[config.mk]
export PLATFORM = sky130hd
export DESIGN_NAME = ila_trigger_unit_flat
export DESIGN_NICKNAME = d
export VERILOG_FILES = /design/src/rtl/ila_trigger_unit_pkg.sv /design/src/rtl/ila_trigger_unit_if.sv /design/src/rtl/ila_trigger_unit_trig_compare.sv /design/src/rtl/ila_trigger_unit.sv /design/src/flat_wrapper.sv
export SDC_FILE = /design/constraint.sdc
export NUM_CORES = 1
export LEC_CHECK = 0
export CORE_MARGIN = 1
export CORE_UTILIZATION = 50
export CTS_CLUSTER_DIAMETER = 80
export DETAILED_ROUTE_END_ITERATION = 7
export HOLD_SLACK_MARGIN = 0.1
export PLACE_DENSITY = 0.82
export SLEW_MARGIN = 15
export SYNTH_ARGS = -nofsm -noshare
export SYNTH_HDL_FRONTEND = slang
export SYNTH_SLANG_ARGS = --single-unit
[constraint.sdc]
create_clock -name clock -period 3.1 [get_ports clock]
set_input_delay 0.465 -clock clock [delete_from_list [all_inputs] [get_ports clock]]
set_output_delay 0.465 -clock clock [all_outputs]
set_load 0.01 [all_outputs]
[src/rtl/ila_trigger_unit_pkg.sv]
// Shared encodings and default widths for the ILA trigger unit.
// Mode and state codes are fixed so that software decoding them stays stable.
package ila_trigger_unit_pkg;

    localparam int TRIG_DATA_WIDTH = 8;
    localparam int TRIG_OCC_WIDTH  = 8;

    localparam logic [1:0] TRIG_MODE_LEVEL  = 2'b00;
    localparam logic [1:0] TRIG_MODE_ENTER  = 2'b01;
    localparam logic [1:0] TRIG_MODE_CHANGE = 2'b10;
    localparam logic [1:0] TRIG_MODE_RSVD   = 2'b11;

    localparam logic [1:0] TRIG_ST_IDLE  = 2'b00;
    localparam logic [1:0] TRIG_ST_WAIT  = 2'b01;
    localparam logic [1:0] TRIG_ST_ARMED = 2'b10;
    localparam logic [1:0] TRIG_ST_FIRED = 2'b11;

endpackage

[src/rtl/ila_trigger_unit_if.sv]
// Control, probe and status bundle between the trigger unit and its driver.
// The master drives config/probe inputs; the trigger unit is the slave.
interface ila_trigger_unit_if #(
    parameter int DATA_WIDTH = 8,
    parameter int OCC_WIDTH  = 8
);
    logic                  arm_i;
    logic                  disarm_i;
    logic                  primed_i;
    logic [1:0]            mode_i;
    logic [DATA_WIDTH-1:0] match_value_i;
    logic [DATA_WIDTH-1:0] match_mask_i;
    logic [OCC_WIDTH-1:0]  occurrence_i;
    logic [DATA_WIDTH-1:0] data_in;
    logic [DATA_WIDTH-1:0] data_o;
    logic                  trigger_o;
    logic [1:0]            state_o;
    logic                  fired_o;

    modport master (
        output arm_i, disarm_i, primed_i, mode_i,
        output match_value_i, match_mask_i, occurrence_i, data_in,
        input  data_o, trigger_o, state_o, fired_o
    );

    modport slave (
        input  arm_i, disarm_i, primed_i, mode_i,
        input  match_value_i, match_mask_i, occurrence_i, data_in,
        output data_o, trigger_o, state_o, fired_o
    );
endinterface

[src/rtl/ila_trigger_unit_trig_compare.sv]
// Event detector: masked compare plus previous-sample history for edge modes.
// History is only valid while armed, so the first armed cycle never yields an edge.
import ila_trigger_unit_pkg::*;

module trig_compare #(
    parameter int DATA_WIDTH = TRIG_DATA_WIDTH
) (
    input  logic                  clock,
    input  logic                  reset,
    input  logic                  armed,
    input  logic [1:0]            mode,
    input  logic [DATA_WIDTH-1:0] data,
    input  logic [DATA_WIDTH-1:0] value,
    input  logic [DATA_WIDTH-1:0] mask,
    output logic                  evt
);
    logic [DATA_WIDTH-1:0] prev_data;
    logic                  prev_hit;
    logic                  prev_valid;
    logic                  hit;

    assign hit = ((data ^ value) & mask) == '0;

    always_comb begin
        evt = 1'b0;
        unique case (mode)
            TRIG_MODE_LEVEL:  evt = hit;
            TRIG_MODE_ENTER:  evt = hit & ~prev_hit & prev_valid;
            TRIG_MODE_CHANGE: evt = (|((data ^ prev_data) & mask)) & prev_valid;
            default:          evt = 1'b0;
        endcase
    end

    always_ff @(posedge clock) begin
        if (reset) begin
            prev_data  <= '0;
            prev_hit   <= 1'b0;
            prev_valid <= 1'b0;
        end else if (armed) begin
            prev_data  <= data;
            prev_hit   <= hit;
            prev_valid <= 1'b1;
        end else begin
            prev_valid <= 1'b0;
        end
    end
endmodule

[src/rtl/ila_trigger_unit.sv]
// Trigger generator feeding ila_top: arm/prime FSM, Nth-event counter and a
// one-cycle data pipeline so trigger_o lines up with the sample that caused it.
import ila_trigger_unit_pkg::*;

module ila_trigger_unit #(
    parameter int DATA_WIDTH = TRIG_DATA_WIDTH,
    parameter int OCC_WIDTH  = TRIG_OCC_WIDTH
) (
    input logic               clock,
    input logic               reset,
    ila_trigger_unit_if.slave bus
);
    logic [1:0]            state;
    logic [1:0]            mode_q;
    logic [DATA_WIDTH-1:0] value_q;
    logic [DATA_WIDTH-1:0] mask_q;
    logic [OCC_WIDTH-1:0]  n_q;
    logic [OCC_WIDTH-1:0]  count;
    logic [OCC_WIDTH-1:0]  n_in;
    logic [DATA_WIDTH-1:0] data_q;
    logic                  trig_q;
    logic                  fired_q;
    logic                  evt;
    logic                  last;

    assign n_in = (bus.occurrence_i == '0) ? OCC_WIDTH'(1) : bus.occurrence_i;
    assign last = (count == n_q - OCC_WIDTH'(1));

    trig_compare #(.DATA_WIDTH(DATA_WIDTH)) u_cmp (
        .clock (clock),
        .reset (reset),
        .armed (state == TRIG_ST_ARMED),
        .mode  (mode_q),
        .data  (bus.data_in),
        .value (value_q),
        .mask  (mask_q),
        .evt   (evt)
    );

    always_ff @(posedge clock) begin
        if (reset) begin
            state   <= TRIG_ST_IDLE;
            mode_q  <= '0;
            value_q <= '0;
            mask_q  <= '0;
            n_q     <= '0;
            count   <= '0;
            trig_q  <= 1'b0;
            fired_q <= 1'b0;
        end else begin
            trig_q <= 1'b0;
            if (bus.disarm_i) begin
                state   <= TRIG_ST_IDLE;
                count   <= '0;
                fired_q <= 1'b0;
            end else begin
                unique case (state)
                    TRIG_ST_IDLE, TRIG_ST_FIRED: begin
                        if (bus.arm_i) begin
                            state   <= TRIG_ST_WAIT;
                            mode_q  <= bus.mode_i;
                            value_q <= bus.match_value_i;
                            mask_q  <= bus.match_mask_i;
                            n_q     <= n_in;
                            count   <= '0;
                            fired_q <= 1'b0;
                        end
                    end
                    TRIG_ST_WAIT: begin
                        if (bus.primed_i)
                            state <= TRIG_ST_ARMED;
                    end
                    default: begin
                        // count stops at N_eff-1, so it can never wrap
                        if (evt && last) begin
                            state   <= TRIG_ST_FIRED;
                            trig_q  <= 1'b1;
                            fired_q <= 1'b1;
                        end else if (evt) begin
                            count <= count + OCC_WIDTH'(1);
                        end
                    end
                endcase
            end
        end
    end

    always_ff @(posedge clock) begin
        if (reset)
            data_q <= '0;
        else
            data_q <= bus.data_in;
    end

    assign bus.data_o    = data_q;
    assign bus.trigger_o = trig_q;
    assign bus.state_o   = state;
    assign bus.fired_o   = fired_q;
endmodule
[src/flat_wrapper.sv]
// flat-port wrapper written by rule: the top's interface ports become plain ports
module ila_trigger_unit_flat 
#(
    parameter int DATA_WIDTH = TRIG_DATA_WIDTH,
    parameter int OCC_WIDTH  = TRIG_OCC_WIDTH
)
  (clock, reset, bus_arm_i, bus_disarm_i, bus_primed_i, bus_mode_i, bus_match_value_i, bus_match_mask_i, bus_occurrence_i, bus_data_in, bus_data_o, bus_trigger_o, bus_state_o, bus_fired_o);
  ila_trigger_unit_if #(.DATA_WIDTH(DATA_WIDTH), .OCC_WIDTH(OCC_WIDTH)) bus_i ();
  input logic clock;
  input logic reset;
  input wire logic [$bits(bus_i.arm_i)-1:0] bus_arm_i;
  input wire logic [$bits(bus_i.disarm_i)-1:0] bus_disarm_i;
  input wire logic [$bits(bus_i.primed_i)-1:0] bus_primed_i;
  input wire logic [$bits(bus_i.mode_i)-1:0] bus_mode_i;
  input wire logic [$bits(bus_i.match_value_i)-1:0] bus_match_value_i;
  input wire logic [$bits(bus_i.match_mask_i)-1:0] bus_match_mask_i;
  input wire logic [$bits(bus_i.occurrence_i)-1:0] bus_occurrence_i;
  input wire logic [$bits(bus_i.data_in)-1:0] bus_data_in;
  output wire logic [$bits(bus_i.data_o)-1:0] bus_data_o;
  output wire logic [$bits(bus_i.trigger_o)-1:0] bus_trigger_o;
  output wire logic [$bits(bus_i.state_o)-1:0] bus_state_o;
  output wire logic [$bits(bus_i.fired_o)-1:0] bus_fired_o;
  assign bus_i.arm_i = bus_arm_i;
  assign bus_i.disarm_i = bus_disarm_i;
  assign bus_i.primed_i = bus_primed_i;
  assign bus_i.mode_i = bus_mode_i;
  assign bus_i.match_value_i = bus_match_value_i;
  assign bus_i.match_mask_i = bus_match_mask_i;
  assign bus_i.occurrence_i = bus_occurrence_i;
  assign bus_i.data_in = bus_data_in;
  assign bus_data_o = bus_i.data_o;
  assign bus_trigger_o = bus_i.trigger_o;
  assign bus_state_o = bus_i.state_o;
  assign bus_fired_o = bus_i.fired_o;
  ila_trigger_unit #(.DATA_WIDTH(DATA_WIDTH), .OCC_WIDTH(OCC_WIDTH)) u_core (.clock(clock), .reset(reset), .bus(bus_i));
endmodule
Word-level counts from Yosys, hierarchy flattened
Cells that the tools add are included.
W data, S select, Z words.
{ "classes": {"muxes": 15, "n_eq_ne": 9, "add_sub_neg": 2, "bitwise_logic": 10, "n_reduce_logical": 16} }
{ "ops": {"columns": ["operator", "count"], "rows": [
  ["$mux W8", 4],
  ["$and A8 B8 Y8", 2],
  ["$logic_not A8 Y1", 2],
  ["$pmux W8 S2", 1],
  ["$xor A8 B8 Y8", 2],
  ["$reduce_and A3 Y1", 3],
  ["$add A8 B1 Y8 const B", 1],
  ["$eq A8 B8 Y1", 1],
  ["$reduce_or A8 Y1", 1],
  ["$sub A8 B1 Y8 const B", 1],
  ["$eq A2 B2 Y1 const B", 3],
  ["$mux W2", 3],
  ["$ne A2 B2 Y1 const B", 3],
  ["$reduce_or A5 Y1", 1],
  ["$eq A2 B1 Y1 const B", 2],
  ["$logic_not A2 Y1", 2],
  ["$mux W1", 4],
  ["$pmux W2 S2", 1],
  ["$reduce_and A4 Y1", 1],
  ["$reduce_bool A2 Y1", 2],
  ["$reduce_or A2 Y1", 2],
  ["$and A1 B1 Y1", 3],
  ["$not A1 Y1", 3],
  ["$pmux W1 S3", 1],
  ["3 further kinds", 3]
]} }
{ "totals": {"elab_cells": 64, "regBits": 56} }

Logic depth before layout (Yosys ltp)
Gate-level depths: netlist (run 1).
{ "logic_depth": {"ltp_word": 9, "depth_mapped": 9} }

Hierarchy
From an unflattened synthesis (run 1), not the netlist that was laid out.
{ "unflattened": {"hier_cells": 327, "area_unflattened_um2": 2775.2} }
{ "by_module_without_submodules": {"columns": ["module", "area_per_inst_um2", "n_inst", "seq_area_each_um2", "cells_each"], "rows": [
  ["ila_trigger_unit", 2128.3, 1, 920.9, 259],
  ["trig_compare", 646.9, 1, 200.2, 68]
]} }

Least setup slack after synthesis (run 1)
No wires, ideal clock.
{ "synth_path": {"path_kind": "reg-to-reg", "from": "reg u_core.n_q[0]", "to": "reg u_core.state[0] (netlist: u_core.bus.state_o[0])", "required_time_ns": 3.031, "stages_incl_launch_ff": 10, "setup_ns": 0.069, "period_less_slack_ns": 2.436, "slack_ns": 0.664, "arrival_ns": 2.367, "n_path_buf": 0, "cell_sequence": "dfxtp_1 -> inv_1 -> ha_1 -> nor3b_1 -> or4bb_1 -> nor2_1 -> o211ai_2 -> a221o_1 -> a2111o_1 -> o21ai_1"} }
{ "synth_via": {"elab_chain_cells": 5} }
{ "synth_rtl": {"columns": ["element", "line_no", "text"], "rows": [
  ["start, declared", "ila_trigger_unit.sv:17", "logic [OCC_WIDTH-1:0] n_q;"],
  ["start signal, assigned", "ila_trigger_unit.sv:64", "n_q <= n_in;"],
  ["$sub A8 B1 Y8", "ila_trigger_unit.sv:27", "assign last = (count == n_q - OCC_WIDTH'(1));"],
  ["$eq A8 B8 Y1", "ila_trigger_unit.sv:27", null],
  ["$logic_and A1 B1 Y1", "ila_trigger_unit.sv:75", "if (evt && last) begin"],
  ["$reduce_bool A3 Y1 (no line)", null, null],
  ["$reduce_and A3 Y1 (no line)", null, null],
  ["end signal, assigned", "ila_trigger_unit.sv:42", "state <= TRIG_ST_IDLE;"],
  ["end signal, assigned", "ila_trigger_unit.sv:71", "state <= TRIG_ST_ARMED;"],
  ["end signal, assigned", "ila_trigger_unit.sv:76", "state <= TRIG_ST_FIRED;"],
  ["end, declared", "ila_trigger_unit.sv:13", "logic [1:0] state;"]
]} }
No other way between the ends.
A chain may end at the register's enable or synchronous reset.

Final worst setup path (run 1)
{ "layout_path": {"from": "reg u_core.n_q[0]", "to": "reg u_core.count[5]"} }
{ "layout_via": {"elab_chain_cells": 5} }
{ "layout_rtl": {"columns": ["element", "line_no", "text"], "rows": [
  ["$sub A8 B1 Y8", "ila_trigger_unit.sv:27", null],
  ["$eq A8 B8 Y1", "ila_trigger_unit.sv:27", null],
  ["$logic_and A1 B1 Y1", "ila_trigger_unit.sv:75", null],
  ["$ne A2 B2 Y1 (no line)", null, null],
  ["$reduce_and A4 Y1 (no line)", null, null],
  ["end signal, assigned", "ila_trigger_unit.sv:80", "count <= count + OCC_WIDTH'(1);"],
  ["end, declared", "ila_trigger_unit.sv:18", "logic [OCC_WIDTH-1:0] count;"]
]} }
No other way between the ends.

==> results by stage, run 1 <==
Run status:
- The flow ran to the end, and the final reports show no timing, DRC or antenna violations.

Critical path:
- In this run the register-to-register setup slack is 280 ps.
- Tracing the worst setup path back leads to its startpoint at u_core.n_q[0]$_SDFFE_PP0P_.
- Data arrives at the worst endpoint at 3050 ps.
- The required time at the worst-slack endpoint is 3340 ps.
- The largest driver fanout on the critical path is 6.
- The kind of end point of the critical path is a register.
- The worst register-to-register path begins at u_core.n_q[0]$_SDFFE_PP0P_.
- The critical path in this run is classified as reg -> reg.
- The kind of start point of the critical path is a register.

Global routing:
- The global routing stage identified its most utilized layer as met2.
- Across every metal layer, demand over resource in global routing totals 23.4%.
- Global routing consumed, on the met2 layer, 41.3% of the routing resources.
- The via count of the first global-routing pass was 2280.
- The met1 track demand over resource in global routing is 28.1%.
- Global routing used 4.37% of the available met3 tracks.
- The initial antenna violation count is 0.
- The total overflow left after global routing is 0.
- The maximum number of pins on one net before global-route repair is 45.
- The first global-routing pass estimated 10.1 mm of wire.

Floorplanning:
- The die covers 5740 um^2.
- In this run the vertical extent of the chip is 75.7 um.
- The row count is 26.
- The core footprint is 5170 um^2.
- The width of the die is 75.7 um.
- 51 I/O pins were placed.
- For this configuration, the core starts out at a cell density of 52.6%.

CTS:
- The post-CTS setup buffer count is 0.
- The clock root buffer master is clkbuf_8.
- After clock tree synthesis, the clock-pin slew on the worst setup and hold paths is 100 ps.
- TritonCTS built the clock tree.
- The hold buffer count at CTS is 0.
- The number of gates resized after CTS is 0.
- The clock net sink count is 56.
- CTS built an H-tree with a depth of 2.
- The worst-case clock buffer depth is 2.
- The number of buffers created by CTS is 5.
- The clock insertion delay at the later pin of the skew report is 310 ps.

Yosys:
- The commonest cells after synthesis are 65 x nand2_1, 56 x dfxtp_1, 28 x a21oi_1, 18 x nor2_1, 18 x xor2_1.
- The synthesized netlist occupies a cell area of 2720 um^2.
- By instance count, the leading cell after synthesis is nand2_1.
- The post-synthesis sequential area ratio is 41.2%.
- The mean instance size in the synthesized netlist is 8.34 um^2.
- The Yosys warning count is 0.
- Counting flops and latches in the post-synthesis netlist gives 56.
- The number of synthesized flops with an enable pin is 0.
- The dominant cell type by area after synthesis is dfxtp_1.
- The most used flip-flop cell after synthesis is dfxtp_1.
- The post-synthesis net count is 373.
- In the synthesized netlist, the number of instances is 326.
- Of all flip-flops after synthesis, the portion carrying an async set or reset was 0%.
- Ranked by total cell area, the synthesized netlist is headed by dfxtp_1 41%, nand2_1 9.0%, xor2_1 5.8%, a21oi_1 5.2%, ha_1 3.7%.
- The share of Yosys cell area claimed by the top area cell type is 41.2%.
- After synthesis, the netlist uses 44 different library cells.

Final layout:
- 0 antenna diodes ended up in the layout.
- Cells fill 65.9% of the core in the end.
- The layout overhead on the synthesized area is 25.4%.
- The number of fill cells in the layout is 415.
- In the final layout, the share of cells above drive strength 1 is 6.95%.
- The layout net count is 420.
- The final design area excluding fillers is 3410 um^2.

Timing:
- The share of the clock period used by the worst path is 90.8%.
- The final number of hold-violating endpoints is 0.
- The smallest clock period supported by the final layout is computed as 2820 ps.
- At the pin with the least slew margin, the transition time is 635 ps.
- The number of setup violations in the final report is 0.
- The number of pins with negative max-slew slack in the final report is 0.
- Measured against its own limit, the worst slew margin works out to 57.6%.
- The final clock skew is 5.77 ps.
- The total negative slack for setup checks is 0 ps.
- Timing would allow up to 0.355 GHz.
- Setup slack closes at 284 ps.
- Setup repair after global routing left no endpoint under its margin.

Flow run:
- Across the run, the number of max-cap violations was 0.

Routing:
- The post-detailed-route wirelength per cell is 13.8 um.
- The post-route DRC violation count is 0.
- Dividing the detail-routed via count by the number of cells gives 5.43.
- The via count is 2411.
- The initial DRC count is 116.
- The number of antenna-violating nets in the routed design is 0.
- The total wirelength of the detailed-routed design is 6.14 mm.
- For this run, the detailed router's first-pass iteration total came to 4.

Placed design:
- Summing all placed instances gives a cell area of 3300 um^2.
- The worst slack after detailed placement is 267 ps.
- The HPWL after detailed placement is 4.38 mm.
- Routability-driven placement finished with a final weighted congestion of 0.805.
- Buffers placed on the I/O ports in this run total 50.

Pwr:
- In this run the static leakage power is 1.27 nW.
- The worst vdd rail ir drop is 0.358 mV.
- For this design the ratio of total power to cell area is 442 nW/um^2.

Hold path:
- In this run the most critical hold path is launched from u_core.bus.fired_o$_SDFFE_PP0P_.
- The kind of path behind the tightest hold check is reg -> reg.
[worst paths after layout]
check                                    endpoint  depth (start not counted)
hold reg to reg   u_core.bus.fired_o$_SDFFE_PP0P_                          2
setup reg to reg     u_core.count[5]$_SDFFE_PP0P_                          9
setup / recovery     u_core.count[5]$_SDFFE_PP0P_                          9
hold / removal    u_core.bus.fired_o$_SDFFE_PP0P_                          2
[sequential cells by signal (all words and copies together), names as in the netlist]
register and count:
u_core.bus.data_o 8, u_core.bus.fired_o 1, u_core.bus.state_o 2, u_core.bus.trigger_o 1, u_core.count 8, u_core.mask_q 8, u_core.mode_q 2, u_core.n_q 8
u_core.u_cmp.prev_data 8, u_core.u_cmp.prev_hit 1, u_core.u_cmp.prev_valid 1, u_core.value_q 8
[per-stage QoR]
stage / total power [mW] / cells / hold WS (ps)
global placement: 1.04 / 436 / 441
CTS: 1.51 / 444 / 474
floorplan: 0.925 / 326 / 448
global route: 1.57 / 444 / 489
detailed placement: 1.04 / 436 / 460
finish: 1.51 / 444 / 466
[layer usage]
metal | vias to the layer above | routed length, um | share of wire (%)
met4 | 0 | 205 | 3.3
met5 | - | 0 | 0
met3 | 19 | 241 | 3.9
li1 | 1220 | - | -
met2 | 69 | 3070 | 50
met1 | 1103 | 2620 | 43
[final cells by class]
| class | count | area (um^2) | share of cell area [%] |
|---|---|---|---|
| clock inverters | 2 | 35.0 | 1.03 |
| clock buffers | 6 | 72.6 | 2.13 |
| multi-input cells | 239 | 1480 | 43.4 |
| repair buffers | 56 | 558 | 16.4 |
| inverters | 15 | 56.3 | 1.65 |
| flip-flops and latches | 56 | 1120 | 32.9 |
| well taps | 70 | 87.6 | 2.57 |
[cells in the final DEF (no fill, tap or decap), types with 3 or more instances in the layout]
cell type	instances
a21oi_1	28
a22oi_1	4
buf_4	5
clkbuf_8	5
clkdlybuf4s50_1	50
dfxtp_1	56
ha_1	8
inv_1	15
mux2i_1	10
nand2_1	65
nand2b_1	3
nand3_1	6
nand4_1	9
nor2_1	18
nor2b_1	9
nor3b_1	3
nor4_1	3
o2111ai_1	4
o211ai_1	3
or2_2	6
or4_1	5
or4b_2	5
xnor2_1	7
xor2_1	18
[worst max-delay path, cell delays in order (launching register included)]
cell      delay [ps]
dfxtp_1          350
inv_1            110
ha_1             210
nor3b_1          460
mux2i_1          240
o22ai_1          110
o211ai_2         270
and3_2           310
or4b_2           590
o211ai_1         100
[cell families after synthesis]
group                    Yosys count  synth area share, %
AND/OR/NAND/NOR                  139                 25.3
buffers and inverters             31                 4.33
multiplexers                      10                 3.68
AO/OA/AOI/OAI                     57                 13.7
adder cells (fa/ha/maj)            8                 3.68
flip-flops                        56                 41.2
XOR/XNOR                          25                 8.05
[report_power, final]
| part | internal, mW | switching (mW) |
|---|---|---|
| clock network | 0.240 | 0.236 |
| registers | 0.746 | 0.0238 |
| logic | 0.133 | 0.129 |
| total | 1.12 | 0.389 |
(Power assumes the default switching activity.)
==> run 2: changes to the inputs <==
--- a/config.mk
+++ b/config.mk
@@ -11,7 +11,7 @@
 export DETAILED_ROUTE_END_ITERATION = 7
 export HOLD_SLACK_MARGIN = 0.1
 export PLACE_DENSITY = 0.82
-export SLEW_MARGIN = 15
+export SLEW_MARGIN = 20
 export SYNTH_ARGS = -nofsm -noshare
 export SYNTH_HDL_FRONTEND = slang
 export SYNTH_SLANG_ARGS = --single-unit
==> results of run 2 <==
Final layout, timing and power as in run 1 (identical DEF).
==> run 3: changes to the inputs <==
--- a/config.mk
+++ b/config.mk
@@ -5,12 +5,13 @@
 export SDC_FILE = /design/constraint.sdc
 export NUM_CORES = 1
 export LEC_CHECK = 0
+export CAP_MARGIN = 5
 export CORE_MARGIN = 1
 export CORE_UTILIZATION = 50
 export CTS_CLUSTER_DIAMETER = 80
 export DETAILED_ROUTE_END_ITERATION = 7
-export HOLD_SLACK_MARGIN = 0.1
-export PLACE_DENSITY = 0.82
+export HOLD_SLACK_MARGIN = 0.03
+export PLACE_DENSITY = 0.79
 export SLEW_MARGIN = 20
 export SYNTH_ARGS = -nofsm -noshare
 export SYNTH_HDL_FRONTEND = slang
==> run 3 against run 2 <==
Critical path depth stayed put. Clock power is 8.6% higher. Via count shrank 1.2%. Sequential power barely moved. Combinational power shrank 2%. Clock skew down 2.5 ps. Largest power group unchanged.
==> results by stage, run 3 (synthesis gave the netlist of run 1 again) <==
CTS:
- The TritonCTS clock tree is built (unchanged).
- The CTS clock-pin slew for the worst setup and hold paths was 90 ps (was 100 ps).
- The post-CTS setup buffer count is 0 (unchanged).
- The number of gates resized after CTS is 0 (unchanged).
- The clock root buffer master is clkbuf_8 (unchanged).
- The clock insertion delay at the later pin of the skew report was 310 ps (about the same).
- The hold buffer count at CTS is 0 (unchanged).
- The worst-case clock buffer depth is 2 (unchanged).
- The total number of H-tree levels is 2 (unchanged).
- The number of buffers created by CTS came to 5 (unchanged).
- The clock net sink count is 56 (unchanged).

Pwr:
- The switching power summed over all nets is 0.380 mW (was 0.389 mW).
- The design internal power came to 1.16 mW (was 1.12 mW).
- The sequential cell fraction of total power is 49.8% (was 51.0%).
- The leakage dissipation came to 1.28 nW (was 1.27 nW).
- The power density normalized to cell area was 450 nW/um^2 (was 442 nW/um^2).
- The switching part of the total power is 24.6% (was 25.8%).
- The proportion of power drawn by combinational gates came to 16.7% (was 17.4%).
- The worst vdd rail ir drop was 0.284 mV (was 0.358 mV).
- The part of the power in the clock network is 33.5% (was 31.6%).

Routing:
- The total wirelength of the detailed-routed design came to 5.75 mm (was 6.14 mm).
- The number of antenna-violating nets in the routed design is 0 (unchanged).
- The initial DRC count is 73 (was 116).
- The via count is 2383 (was 2411).
- The post-detailed-route wirelength per cell came to 13.0 um (was 13.8 um).
- The met2 wire length was 2.87 mm (was 3.07 mm).
- The total length of routed met3 wires was 271 um (was 241 um).
- The detailed-route vias per instance is 5.37 (was 5.43).
- The post-route met1 wirelength is 2.53 mm (was 2.62 mm).
- The uppermost metal layer occupied by signal nets is met4 (unchanged).
- The post-route DRC violation count is 0 (unchanged).
- The detailed-routing iteration count for the pre-antenna-repair pass was 4 (unchanged).

Floorplanning:
- The top-level port count was 51 (unchanged).
- The width of the die was 75.7 um (unchanged).
- The initial core utilization is 52.6% (unchanged).
- The row count is 26 (unchanged).
- The floorplan die height is 75.7 um (unchanged).
- The die outline area is 5740 um^2 (unchanged).
- The core footprint came to 5170 um^2 (unchanged).

Placed design:
- The final weighted congestion in routability-driven placement is 0.819 (was 0.805).
- The count of port buffers added during placement came to 50 (unchanged).
- The number of placed instances with taps included is 436 (unchanged).
- The worst slack after detailed placement is 294 ps (was 267 ps).
- The HPWL after detailed placement is 4.21 mm (was 4.38 mm).

Flow run:
- The number of maximum-capacitance violations was 0 (unchanged).

Hold path:
- The kind of path behind the tightest hold check is reg -> reg (unchanged).
- The hold-critical path endpoint is u_core.bus.fired_o$_SDFFE_PP0P_ (unchanged).
- The number of cells traversed by the worst hold path is 2 (unchanged).
- The source of the worst hold timing path is u_core.bus.fired_o$_SDFFE_PP0P_ (unchanged).

Timing:
- The smallest setup slack after layout was 354 ps (was 284 ps).
- The final number of hold-violating endpoints is 0 (unchanged).
- The final clock skew was 3.28 ps (was 5.77 ps).
- The upper clock frequency limit is 0.364 GHz (was 0.355 GHz).
- The worst slew margin relative to its limit is 55.7% (was 57.6%).
- The minimum clock period is 2750 ps (was 2820 ps).
- The total negative slack for setup checks came to 0 ps (unchanged).
- The number of setup violations in the final report was 0 (unchanged).
- RSZ-0062 raised after global routing: no (unchanged).
- The number of pins with negative max-slew slack in the final report is 0 (unchanged).
- The share of the clock period used by the worst path came to 88.6% (was 90.8%).
- The slew at the pin with the worst max-slew slack was 665 ps (was 635 ps).

Critical path:
- The category of the critical setup timing path is reg -> reg (unchanged).
- The reg-to-reg critical path startpoint was u_core.n_q[0]$_SDFFE_PP0P_ (unchanged).
- The largest driver fanout on the critical path was 6 (unchanged).
- The data arrival at the endpoint of the critical path is 2980 ps (was 3050 ps).
- The reg-to-reg critical path endpoint is u_core.count[5]$_SDFFE_PP0P_ (unchanged).
- The kind of end point of the critical path is a register (unchanged).
- The depth of the worst register-to-register path was 9 (unchanged).
- The reg-to-reg setup timing slack was 350 ps (was 280 ps).
- The required time at the worst-slack endpoint came to 3330 ps (was 3340 ps).
- The kind of start point of the critical path is a register (unchanged).

Global routing:
- The global-route wire length before repair is 9.47 mm (was 10.1 mm).
- The via count of the first global-routing pass is 2127 (was 2280).
- The initial antenna violation count is 0 (unchanged).
- The maximum number of pins on one net before global-route repair came to 45 (unchanged).
- The total global routing overflow is 0 (unchanged).
- The total track usage came to 21.7% (was 23.4%).

Run status:
- Status: completed (unchanged).

Final layout:
- Commonest cells after routing, fill and taps aside: 65 x nand2_1, 56 x dfxtp_1, 50 x clkdlybuf4s50_1, 28 x a21oi_1 (unchanged).
- The post-route non-filler standard cell count is 444 (unchanged).
- The commonest non-fill, non-tap cell in the layout is nand2_1 (unchanged).
- The layout net count is 420 (unchanged).
- The number of diodes added for antenna fixing was 0 (unchanged).
- The fraction of layout instances using a drive strength above 1 is 7.22% (was 6.95%).
- The layout overhead on the synthesized area came to 26.1% (was 25.4%).
==> run 3: how the worst max path moves through the flow <==
stage | start | end | slack, ps | depth (start not counted)
after detailed placement | bus_data_in[2] | u_core.count[5]$_SDFFE_PP0P_ | 290 | 9
final | u_core.n_q[0]$_SDFFE_PP0P_ | u_core.count[5]$_SDFFE_PP0P_ | 350 | 9
after CTS | u_core.n_q[0]$_SDFFE_PP0P_ | u_core.count[5]$_SDFFE_PP0P_ | 330 | 9
after global routing | u_core.n_q[0]$_SDFFE_PP0P_ | u_core.count[7]$_SDFFE_PP0P_ | 130 | 9
after global placement | bus_data_in[2] | u_core.count[6]$_SDFFE_PP0P_ | 330 | 9
after floorplan | u_core.n_q[0]$_SDFFE_PP0P_ | u_core.bus.state_o[0]$_SDFFE_PP0P_ | 660 | 9
==> run 3: critical path, cell delays in order (launching register included) <==
cell	delay, ps
dfxtp_1	350
inv_1	90
ha_1	170
nor3b_1	430
mux2i_1	240
o22ai_1	110
o211ai_2	290
and3_2	300
or4b_2	590
o211ai_1	100
==> run 3: power by group through the flow <==
stage               registers (mW)  clock network (mW)  logic (mW)
floorplan                    0.782                   0       0.143
detailed placement           0.786                   0       0.257
global placement             0.785                   0       0.253
finish                       0.769               0.517       0.258
CTS                          0.769               0.526       0.258
global route                 0.773               0.555       0.284
==> run 3: cell type report <==
type / instances / area (um^2)
multi-input cells: 239 / 1480
clock inverters: 1 / 30.0
clock buffers: 7 / 96.3
fillers: 429 / 1740
well taps: 70 / 87.6
flip-flops and latches: 56 / 1120
repair buffers: 56 / 558
inverters: 15 / 56.3
==> run 3: per-stage QoR <==
step                      hold WS [ps]  util (%)  total power, mW  instance area [um^2]
final                              459      66.3             1.54                  3430
after global routing               497      66.3             1.61                  3430
after CTS                          466      66.3             1.55                  3430
after detailed placement           452      63.9             1.04                  3300
after global placement             442      63.9             1.04                  3300
after floorplan                    448         -            0.925                  2720
==> run 3: layer usage <==
| metal | vias up | GRT usage [%] |
|---|---|---|
| li1 | 1215 | - |
| met1 | 1102 | 26.5 |
| met2 | 59 | 37.3 |
| met3 | 7 | 5.29 |
| met4 | 0 | 7.41 |
| met5 | - | 0 |
